==> src/rtl/c3lib_cdc_hs_pkg.sv <==
// Shared types for both halves of the two-phase toggle CDC handshake.
package c3lib_cdc_hs_pkg;

  typedef enum logic [1:0] {
    IDLE     = 2'd0,
    SETUP    = 2'd1,
    WAIT_ACK = 2'd2
  } state_t;

endpackage

==> src/rtl/c3lib_cdc_hs_tx_if.sv <==
// Source-side word handshake. A word transfers at a rising clk edge where
// in_valid && in_ready; in_data is sampled only at that edge.
interface c3lib_cdc_hs_tx_if #(
  parameter int DWIDTH = 8
);
  logic              in_valid;
  logic              in_ready;
  logic [DWIDTH-1:0] in_data;

  modport master (output in_valid, output in_data, input in_ready);
  modport slave  (input in_valid, input in_data, output in_ready);
endinterface

==> src/rtl/c3lib_cdc_hs_tx_ack_sync.sv <==
// Two-flop, 1-bit synchronizer for the returning ack toggle.
module c3lib_cdc_hs_tx_ack_sync (
  input  logic clk,
  input  logic rst,
  input  logic d,
  output logic q
);

  (* async_reg = "true" *) logic sync1;
  (* async_reg = "true" *) logic sync2;

  always_ff @(posedge clk) begin
    if (rst) begin
      sync1 <= 1'b0;
      sync2 <= 1'b0;
    end else begin
      sync1 <= d;
      sync2 <= sync1;
    end
  end

  assign q = sync2;

endmodule

==> src/rtl/c3lib_cdc_hs_tx.sv <==
// Transmit half of a two-phase toggle CDC handshake; holds xfer_data stable
// for the whole request/ack round trip. Optional ack timeout: C3LIB_CDC_HS_TX_TIMEOUT_EN.
module c3lib_cdc_hs_tx
  import c3lib_cdc_hs_pkg::*;
#(
  parameter int DWIDTH      = 8,
  parameter int RESET_VAL   = 0,
  parameter int TIMEOUT_CYC = 1024
) (
  input  logic              clk,
  input  logic              rst,
  c3lib_cdc_hs_tx_if.slave  in_if,
  output logic [DWIDTH-1:0] xfer_data,
  output logic              req_tgl,
  input  logic              ack_tgl_async,
  output logic              busy,
  output logic              timeout_err,
  output state_t            state
);

  localparam logic [DWIDTH-1:0] RST_PAT = (RESET_VAL == 0) ? '0 : '1;

  state_t state_q, state_d;
  logic   accept, flip, ack_s;

  c3lib_cdc_hs_tx_ack_sync u_ack_sync (
    .clk (clk),
    .rst (rst),
    .d   (ack_tgl_async),
    .q   (ack_s)
  );

  always_comb begin
    state_d = state_q;
    accept  = 1'b0;
    flip    = 1'b0;
    unique case (state_q)
      IDLE: begin
        if (in_if.in_valid) begin
          accept  = 1'b1;
          state_d = SETUP;
        end
      end
      // One full cycle of data setup before the request edge.
      SETUP: begin
        flip    = 1'b1;
        state_d = WAIT_ACK;
      end
      WAIT_ACK: begin
        if (ack_s == req_tgl) state_d = IDLE;
      end
      default: state_d = IDLE;
    endcase
  end

  always_ff @(posedge clk) begin
    if (rst) begin
      state_q   <= IDLE;
      req_tgl   <= 1'b0;
      xfer_data <= RST_PAT;
    end else begin
      state_q <= state_d;
      if (flip)   req_tgl   <= ~req_tgl;
      if (accept) xfer_data <= in_if.in_data;
    end
  end

  assign in_if.in_ready = (state_q == IDLE) && !rst;
  assign busy           = (state_q != IDLE);
  assign state          = state_q;

`ifdef C3LIB_CDC_HS_TX_TIMEOUT_EN
  localparam int CW = $clog2(TIMEOUT_CYC + 1);
  localparam logic [CW-1:0] LIMIT = CW'(TIMEOUT_CYC);

  logic [CW-1:0] to_cnt;

  // Count restarts on each entry to WAIT_ACK and stops at LIMIT; the error is sticky.
  always_ff @(posedge clk) begin
    if (rst) begin
      to_cnt      <= '0;
      timeout_err <= 1'b0;
    end else if (state_q == SETUP) begin
      to_cnt <= '0;
    end else if ((state_q == WAIT_ACK) && (to_cnt != LIMIT)) begin
      to_cnt <= to_cnt + 1'b1;
      if (to_cnt == LIMIT - 1'b1) timeout_err <= 1'b1;
    end
  end
`else
  logic unused_timeout_cfg;
  assign unused_timeout_cfg = ^TIMEOUT_CYC;
  assign timeout_err        = 1'b0;
`endif

endmodule

==> src/flat_wrapper.sv <==
// flat-port wrapper written by rule: the top's interface ports become plain ports
module c3lib_cdc_hs_tx_flat import c3lib_cdc_hs_pkg::*;
#(
  parameter int DWIDTH      = 8,
  parameter int RESET_VAL   = 0,
  parameter int TIMEOUT_CYC = 1024
)
  (clk, rst, xfer_data, req_tgl, ack_tgl_async, busy, timeout_err, state, in_if_in_valid, in_if_in_data, in_if_in_ready);
  c3lib_cdc_hs_tx_if #(.DWIDTH(DWIDTH)) in_if_i ();
  input  logic clk;
  input  logic rst;
  output logic [DWIDTH-1:0] xfer_data;
  output logic req_tgl;
  input  logic ack_tgl_async;
  output logic busy;
  output logic timeout_err;
  output state_t state;
  input wire logic [$bits(in_if_i.in_valid)-1:0] in_if_in_valid;
  input wire logic [$bits(in_if_i.in_data)-1:0] in_if_in_data;
  output wire logic [$bits(in_if_i.in_ready)-1:0] in_if_in_ready;
  assign in_if_i.in_valid = in_if_in_valid;
  assign in_if_i.in_data = in_if_in_data;
  assign in_if_in_ready = in_if_i.in_ready;
  c3lib_cdc_hs_tx #(.DWIDTH(DWIDTH), .RESET_VAL(RESET_VAL), .TIMEOUT_CYC(TIMEOUT_CYC)) u_core (.clk(clk), .rst(rst), .in_if(in_if_i), .xfer_data(xfer_data), .req_tgl(req_tgl), .ack_tgl_async(ack_tgl_async), .busy(busy), .timeout_err(timeout_err), .state(state));
endmodule
==> config.mk <==
export PLATFORM = sky130hd
export DESIGN_NAME = c3lib_cdc_hs_tx_flat
export DESIGN_NICKNAME = d
export VERILOG_FILES = /design/src/rtl/c3lib_cdc_hs_pkg.sv /design/src/rtl/c3lib_cdc_hs_tx_if.sv /design/src/rtl/c3lib_cdc_hs_tx_ack_sync.sv /design/src/rtl/c3lib_cdc_hs_tx.sv /design/src/flat_wrapper.sv
export SDC_FILE = /design/constraint.sdc
export NUM_CORES = 1
export LEC_CHECK = 0
export CAP_MARGIN = 30
export CORE_AREA = 3 3 40 42
export CTS_BUF_LIST = sky130_fd_sc_hd__clkbuf_8
export DETAILED_ROUTE_END_ITERATION = 10
export DIE_AREA = 0 0 43 45
export GPL_ROUTABILITY_DRIVEN = 0
export PLACE_DENSITY_LB_ADDON = 0.12
export SYNTH_ARGS = -nofsm -noshare
export SYNTH_HDL_FRONTEND = slang
export SYNTH_SLANG_ARGS = --single-unit
==> constraint.sdc <==
create_clock -name clk -period 2.4 [get_ports clk]
set_input_delay 0.36 -clock clk [delete_from_list [all_inputs] [get_ports clk]]
set_output_delay 0.36 -clock clk [all_outputs]
set_load 0.005 [all_outputs]
==> results_dict.tcl, run 1 <==
set metrics [dict create \
    synth-main-ff-cell "dfxtp_1" \
    fin_crit_sh_pct 79.1 \
    port_buffers 24 \
    relSlewSlack_pct 65.0 \
    grt_pass1_vias 407 \
    max_freq_mhz 527 \
    drt_pre_antenna_iters 2 \
    fp.dieW_um 43 \
    period_needed_ns 1.90 \
    ios 26 \
    ys_top_cells_by_area "dfxtp_1 54%, nand2_1 13%, a21oi_1 9.4%, nor2b_1 3.9%, nor3b_2 2.6%" \
    synth_top_cell_by_area "dfxtp_1" \
    cts_setup_buffers 0 \
    area_growth_pct 60.2 \
    syn_nets 67 \
    worst-setup-path-type "reg2out" \
    final_antenna_net_count 0 \
    avgSynthCellArea_um2 8.74 \
    endpoint "in_if_in_ready" \
    clock-sinks 13 \
    reg2reg_depth 3 \
    cts-hold-fix-buffers 0 \
    start_kind "register" \
    grt_overflow_total 0 \
    start_util_pct 37.4 \
    clock_path_buffers 2 \
    synth_commonest_cells "16 x nand2_1, 13 x dfxtp_1, 9 x a21oi_1, 3 x nor2_1, 3 x nor2b_1" \
    synth_seq_cells 13 \
    antenna_cells 0 \
    ctsHtreeMaxLevel 1 \
    synth-async-reset-ratio_pct 0 \
    crit_required_ns 2.04 \
    endpoint_kind "output port" \
    p_per_area_mw_per_mm2 660 \
    dieArea_mm2 0.00194 \
    cts-resized-gates 0 \
    dp_hpwl_um 753 \
    drt_iter0_drc 1 \
    hold_class "reg2reg" \
    synth_edf_count 0 \
    netlist.area_leader.share_pct 54.2 \
    wire_per_inst_um 10.6 \
    ys_types 16 \
    via_count 424 \
    rr_endpoint "u_core.xfer_data[3]" \
    regToRegSetupSlack_ns 1.23 \
    status "completed" \
    numCtsBuffers 3 \
    slowest_stage "clkdlybuf4s50_1" \
    hold_ws_ns 0.451 \
    p_leak_uw 0.000309 \
    grt_pass1_wl_mm 1.74 \
    drc 0 \
    drive_gt1_share_pct 7.41 \
    antenna_found_initial 0 \
    grt_max_degree 13 \
    critPathArrivalTime_ns 1.54 \
    clk_pin_slew_worst_paths_ns 0.05 \
    nNetsFinal 94 \
    grt.total_usage_pct 12.4 \
    vias_per_cell 4.42 \
    r2r-start "u_core.state[1]" \
    cpPeakStageDelay_ns 0.52 \
    finalSetupViolations 0 \
    core_mm2 0.00128 \
    yosysMostFrequentCell "nand2_1" \
    final.setup.tns_ns 0 \
    finClkSkew_ns 0.00326 \
    cts_tree "built" \
    path_max_fanout 6 \
    totalWireLength_mm 1.02 \
    ir_worst_vdd_v 0.000375 \
    clock_latency_ns 0.24 \
    startpoint "u_core.state[1]" \
    clockRootBuffer "clkbuf_8" \
    drv_cap 0 \
    drv_slew 0 \
    netlist_instances 55 \
    rsz0062_at_grt "no" \
    row_count 13 \
    yosysSeqAreaShare_pct 54.2 \
    ys_warn_count 0 \
    finalHoldViolations 0 \
    cp_cell_sequence "or2_2 > nor2_1 > clkdlybuf4s50_1" \
    die_h_um 45 \
    worst_slew_pin_slew_ns 0.523 \
    synth_area_um2 480 \
]
power breakdown:
part,internal (uW),total [uW],switching (uW)
logic,54.7,84.6,29.8
clock network,113,185,72.1
registers,230,238,8.52
total,397,508,110
per-layer routing:
metal,GRT usage (%),vias up,share of wire [%]
met2,18.3,16,46
met1,15.1,184,45
met4,9.04,0,0.98
met5,0,-,0
li1,-,222,-
met3,3.98,2,8.0
per-stage QoR:
stage	setup WS [ns]	total power, uW	cell area, um2	util [%]	std cells
after floorplan	1.26	277	480	-	55
after global placement	0.628	327	724	56.4	92
after detailed placement	0.604	329	724	56.4	92
after CTS	0.476	517	769	59.9	96
after global routing	0.412	538	769	59.9	96
final	0.501	508	769	59.9	96
cells in the final DEF, fill, tap and decap left out:
| cell type | synthesis | final |
|---|---|---|
| and2_1 | 1 | 1 |
| clkdlybuf4s50_1 | 0 | 24 |
| a21oi_1 | 9 | 9 |
| nor3b_2 | 1 | 1 |
| buf_4 | 1 | 1 |
| nor2b_1 | 3 | 3 |
| and2b_1 | 1 | 1 |
| inv_1 | 0 | 1 |
| or3b_1 | 1 | 1 |
| dfxtp_1 | 13 | 13 |
| xor2_1 | 1 | 1 |
| or2_2 | 1 | 1 |
| clkbuf_8 | 0 | 3 |
| xnor2_1 | 1 | 1 |
| conb_1 | 1 | 1 |
| nand2_1 | 16 | 16 |
| nor2_1 | 3 | 3 |
critical path: cells and delay by family (launching register included):
family	cells	cell delay, ns
buf+inv	1	0.52
simple gates	2	0.44
flops	1	0.35
worst min path at each step:
stage / slack, ns / endpoint / cells past startpoint / from
floorplan: 0.41 / u_core.u_ack_sync.q / 1 / u_core.u_ack_sync.sync1
global placement: 0.42 / u_core.u_ack_sync.q / 1 / u_core.u_ack_sync.sync1
detailed placement: 0.45 / u_core.xfer_data[6] / 2 / u_core.xfer_data[6]
CTS: 0.45 / u_core.xfer_data[6] / 2 / u_core.xfer_data[6]
global route: 0.46 / u_core.u_ack_sync.q / 1 / u_core.u_ack_sync.sync1
finish: 0.45 / u_core.xfer_data[6] / 2 / u_core.xfer_data[6]
sequential cells by signal (all words and copies together) (netlist names):
name / flops
u_core.xfer_data: 8
u_core.u_ack_sync.q: 1
u_core.u_ack_sync.sync1: 1
u_core.state: 2
u_core.req_tgl: 1
cell families after synthesis:
group / share of synthesized area (%)
compound gates: 9.37
other cells: 0.781
xor+xnor: 3.65
flops: 54.2
buf+inv: 4.69
simple gates: 27.3
layout make-up:
| cell class | count | area [um2] |
|---|---|---|
| clock buffers | 3 | 41.3 |
| fillers | 119 | 515 |
| clock inverters | 1 | 3.75 |
| flip-flops and latches | 13 | 260 |
| multi-input cells | 39 | 198 |
| repair buffers | 25 | 248 |
| well taps | 15 | 18.8 |
(Power assumes the default switching activity.)
==> run 2, diff against run 1 <==
--- a/config.mk
+++ b/config.mk
@@ -6,10 +6,10 @@
 export NUM_CORES = 1
 export LEC_CHECK = 0
 export CAP_MARGIN = 30
-export CORE_AREA = 3 3 40 42
+export CORE_MARGIN = 3
+export CORE_UTILIZATION = 35
 export CTS_BUF_LIST = sky130_fd_sc_hd__clkbuf_8
 export DETAILED_ROUTE_END_ITERATION = 10
-export DIE_AREA = 0 0 43 45
 export GPL_ROUTABILITY_DRIVEN = 0
 export PLACE_DENSITY_LB_ADDON = 0.12
 export SYNTH_ARGS = -nofsm -noshare
==> constraint.sdc (replaced) <==
create_clock -name clk -period 1.55 [get_ports clk]
set_input_delay 0.2325 -clock clk [delete_from_list [all_inputs] [get_ports clk]]
set_output_delay 0.2325 -clock clk [all_outputs]
set_load 0.005 [all_outputs]
==> results_dict.tcl, run 2 (synthesized netlist as in run 1, its figures left out) <==
set metrics [dict create \
    fin_cells 98 \
    hold_class "reg2reg" \
    clock-sinks 13 \
    start_util_pct 40.0 \
    clkPwrFrac_pct 36.9 \
    status "completed" \
    ios 26 \
    clockRootBuffer "clkbuf_8" \
    fin_crit_sh_pct 92.0 \
    grt_pass1_vias 392 \
    grt_overflow_total 0 \
    numCtsBuffers 3 \
    grt.total_usage_pct 12.5 \
    cts-hold-fix-buffers 0 \
    finalHoldViolations 0 \
    via_count 447 \
    fp.dieW_um 43.1 \
    rsz0062_at_grt "no" \
    grt_max_degree 13 \
    vias_per_cell 4.56 \
    hp-start "u_core.u_ack_sync.sync1" \
    dp.cells 94 \
    drv_cap 0 \
    drive_gt1_share_pct 10.7 \
    crit_required_ns 1.32 \
    swShare_pct 22.5 \
    final.setup.tns_ns 0 \
    wire_per_inst_um 10.5 \
    hold_ws_ns 0.439 \
    core_mm2 0.00120 \
    path_buf_inv 2 \
    clock_path_buffers 2 \
    critPathTopFamily "buffers and inverters" \
    power_switching_uw 180 \
    layout.cells.most_common "clkdlybuf4s50_1" \
    clock_latency_ns 0.24 \
    die_h_um 43.1 \
    clk_pin_slew_worst_paths_ns 0.05 \
    critPathArrivalTime_ns 1.19 \
    layout_common_cells "22 x clkdlybuf4s50_1, 16 x nand2_1, 13 x dfxtp_1" \
    dieArea_mm2 0.00185 \
    start_kind "register" \
    finalSetupViolations 0 \
    nNetsFinal 97 \
    r2r-start "u_core.state[1]" \
    max_freq_mhz 701 \
    p_leak_uw 0.000341 \
    worst-setup-path-type "reg2out" \
    drv_slew 0 \
    grt_pass1_wl_mm 1.66 \
    largest_register_ffs 8 \
    top_register "u_core.xfer_data" \
    antenna_cells 0 \
    period_needed_ns 1.43 \
    setup_slack_ns 0.123 \
    ctsHtreeMaxLevel 1 \
    post-place-ws_ns -0.0102 \
    area_growth_pct 64.8 \
    slowest_stage "clkdlybuf4s50_1" \
    p_per_area_mw_per_mm2 1010 \
    combPwrFrac_pct 17.2 \
    drt_pre_antenna_iters 4 \
    totalWireLength_mm 1.03 \
    startpoint "u_core.state[0]" \
    port_buffers 24 \
    path_max_fanout 5 \
    power.internal_uw 620 \
    row_count 12 \
    cpPeakStageDelay_ns 0.49 \
    endpoint_kind "output port" \
    drc 0 \
    seq_power_share_pct 45.8 \
    dp_hpwl_um 704 \
    cts_tree "built" \
    final_antenna_net_count 0 \
    cts_setup_buffers 0 \
    cp_cell_sequence "buf_4 > clkdlybuf4s50_1" \
    drt_iter0_drc 11 \
    antenna_found_initial 0 \
    ir_worst_vdd_v 0.000748 \
    finClkSkew_ns 0.00160 \
]
-- run 2: changes by cell type in the layout (fill, tap and decap cells not counted), sizes merged --
cell / previous run / this run
clkdlybuf4s50: 24 / 22
dlymetal6s2s: 0 / 1
buf: 1 / 4
dlygate4sd2: 0 / 1
-- run 2: cell type report --
type / instances / area [um2]
clock buffers: 3 / 41.3
clock inverters: 1 / 3.75
fillers: 103 / 409
multi-input cells: 39 / 198
flip-flops and latches: 13 / 260
well taps: 14 / 17.5
repair buffers: 28 / 272
-- run 2: final timing paths --
kind                            depth (start not counted)  slack, ns                  end
worst min register to register                          1       0.44  u_core.u_ack_sync.q
worst max-delay path                                    2       0.12             state[0]
worst min-delay path                                    1       0.44  u_core.u_ack_sync.q
worst max register to register                          4       0.29  u_core.xfer_data[3]
-- run 2: worst register-to-register path: stages, from the launching register on --
cell and delay, ns:
dfxtp_1 0.31, buf_4 0.14, or3b_1 0.51, nand2_1 0.13, a21oi_1 0.07
-- run 2: power groups by stage --
stage / Combinational, uW / Sequential [uW] / Clock [uW]
4_1_cts: 141 / 367 / 308
6_report: 138 / 366 / 295
2_1_floorplan: 52.4 / 377 / 0
3_3_place_gp: 141 / 373 / 0
3_5_place_dp: 142 / 373 / 0
5_1_grt: 152 / 369 / 322
-- run 2: timing repair --
item	CTS	global route
setup endpoints to repair	1	1
resized for setup	1	1
gates cloned	0	0
pin swaps	0	0
-- run 2: per-stage QoR --
stage	total power [uW]	area [um2]	util [%]
2_1_floorplan	430	480	-
3_3_place_gp	514	746	62.1
3_5_place_dp	515	746	62.1
4_1_cts	816	790	65.7
5_1_grt	844	792	65.9
6_report	800	792	65.9
-- run 2: per-layer routing --
layer  up-vias  GRT usage (%)  routed length, um  part of all wire (%)
li1        232              -                  -                     -
met1       193           13.8                431                    42
met2        22           18.9                486                    47
met3         0           8.05                113                    11
met4         0           5.42                  0                     0
met5         -              0                  0                     0
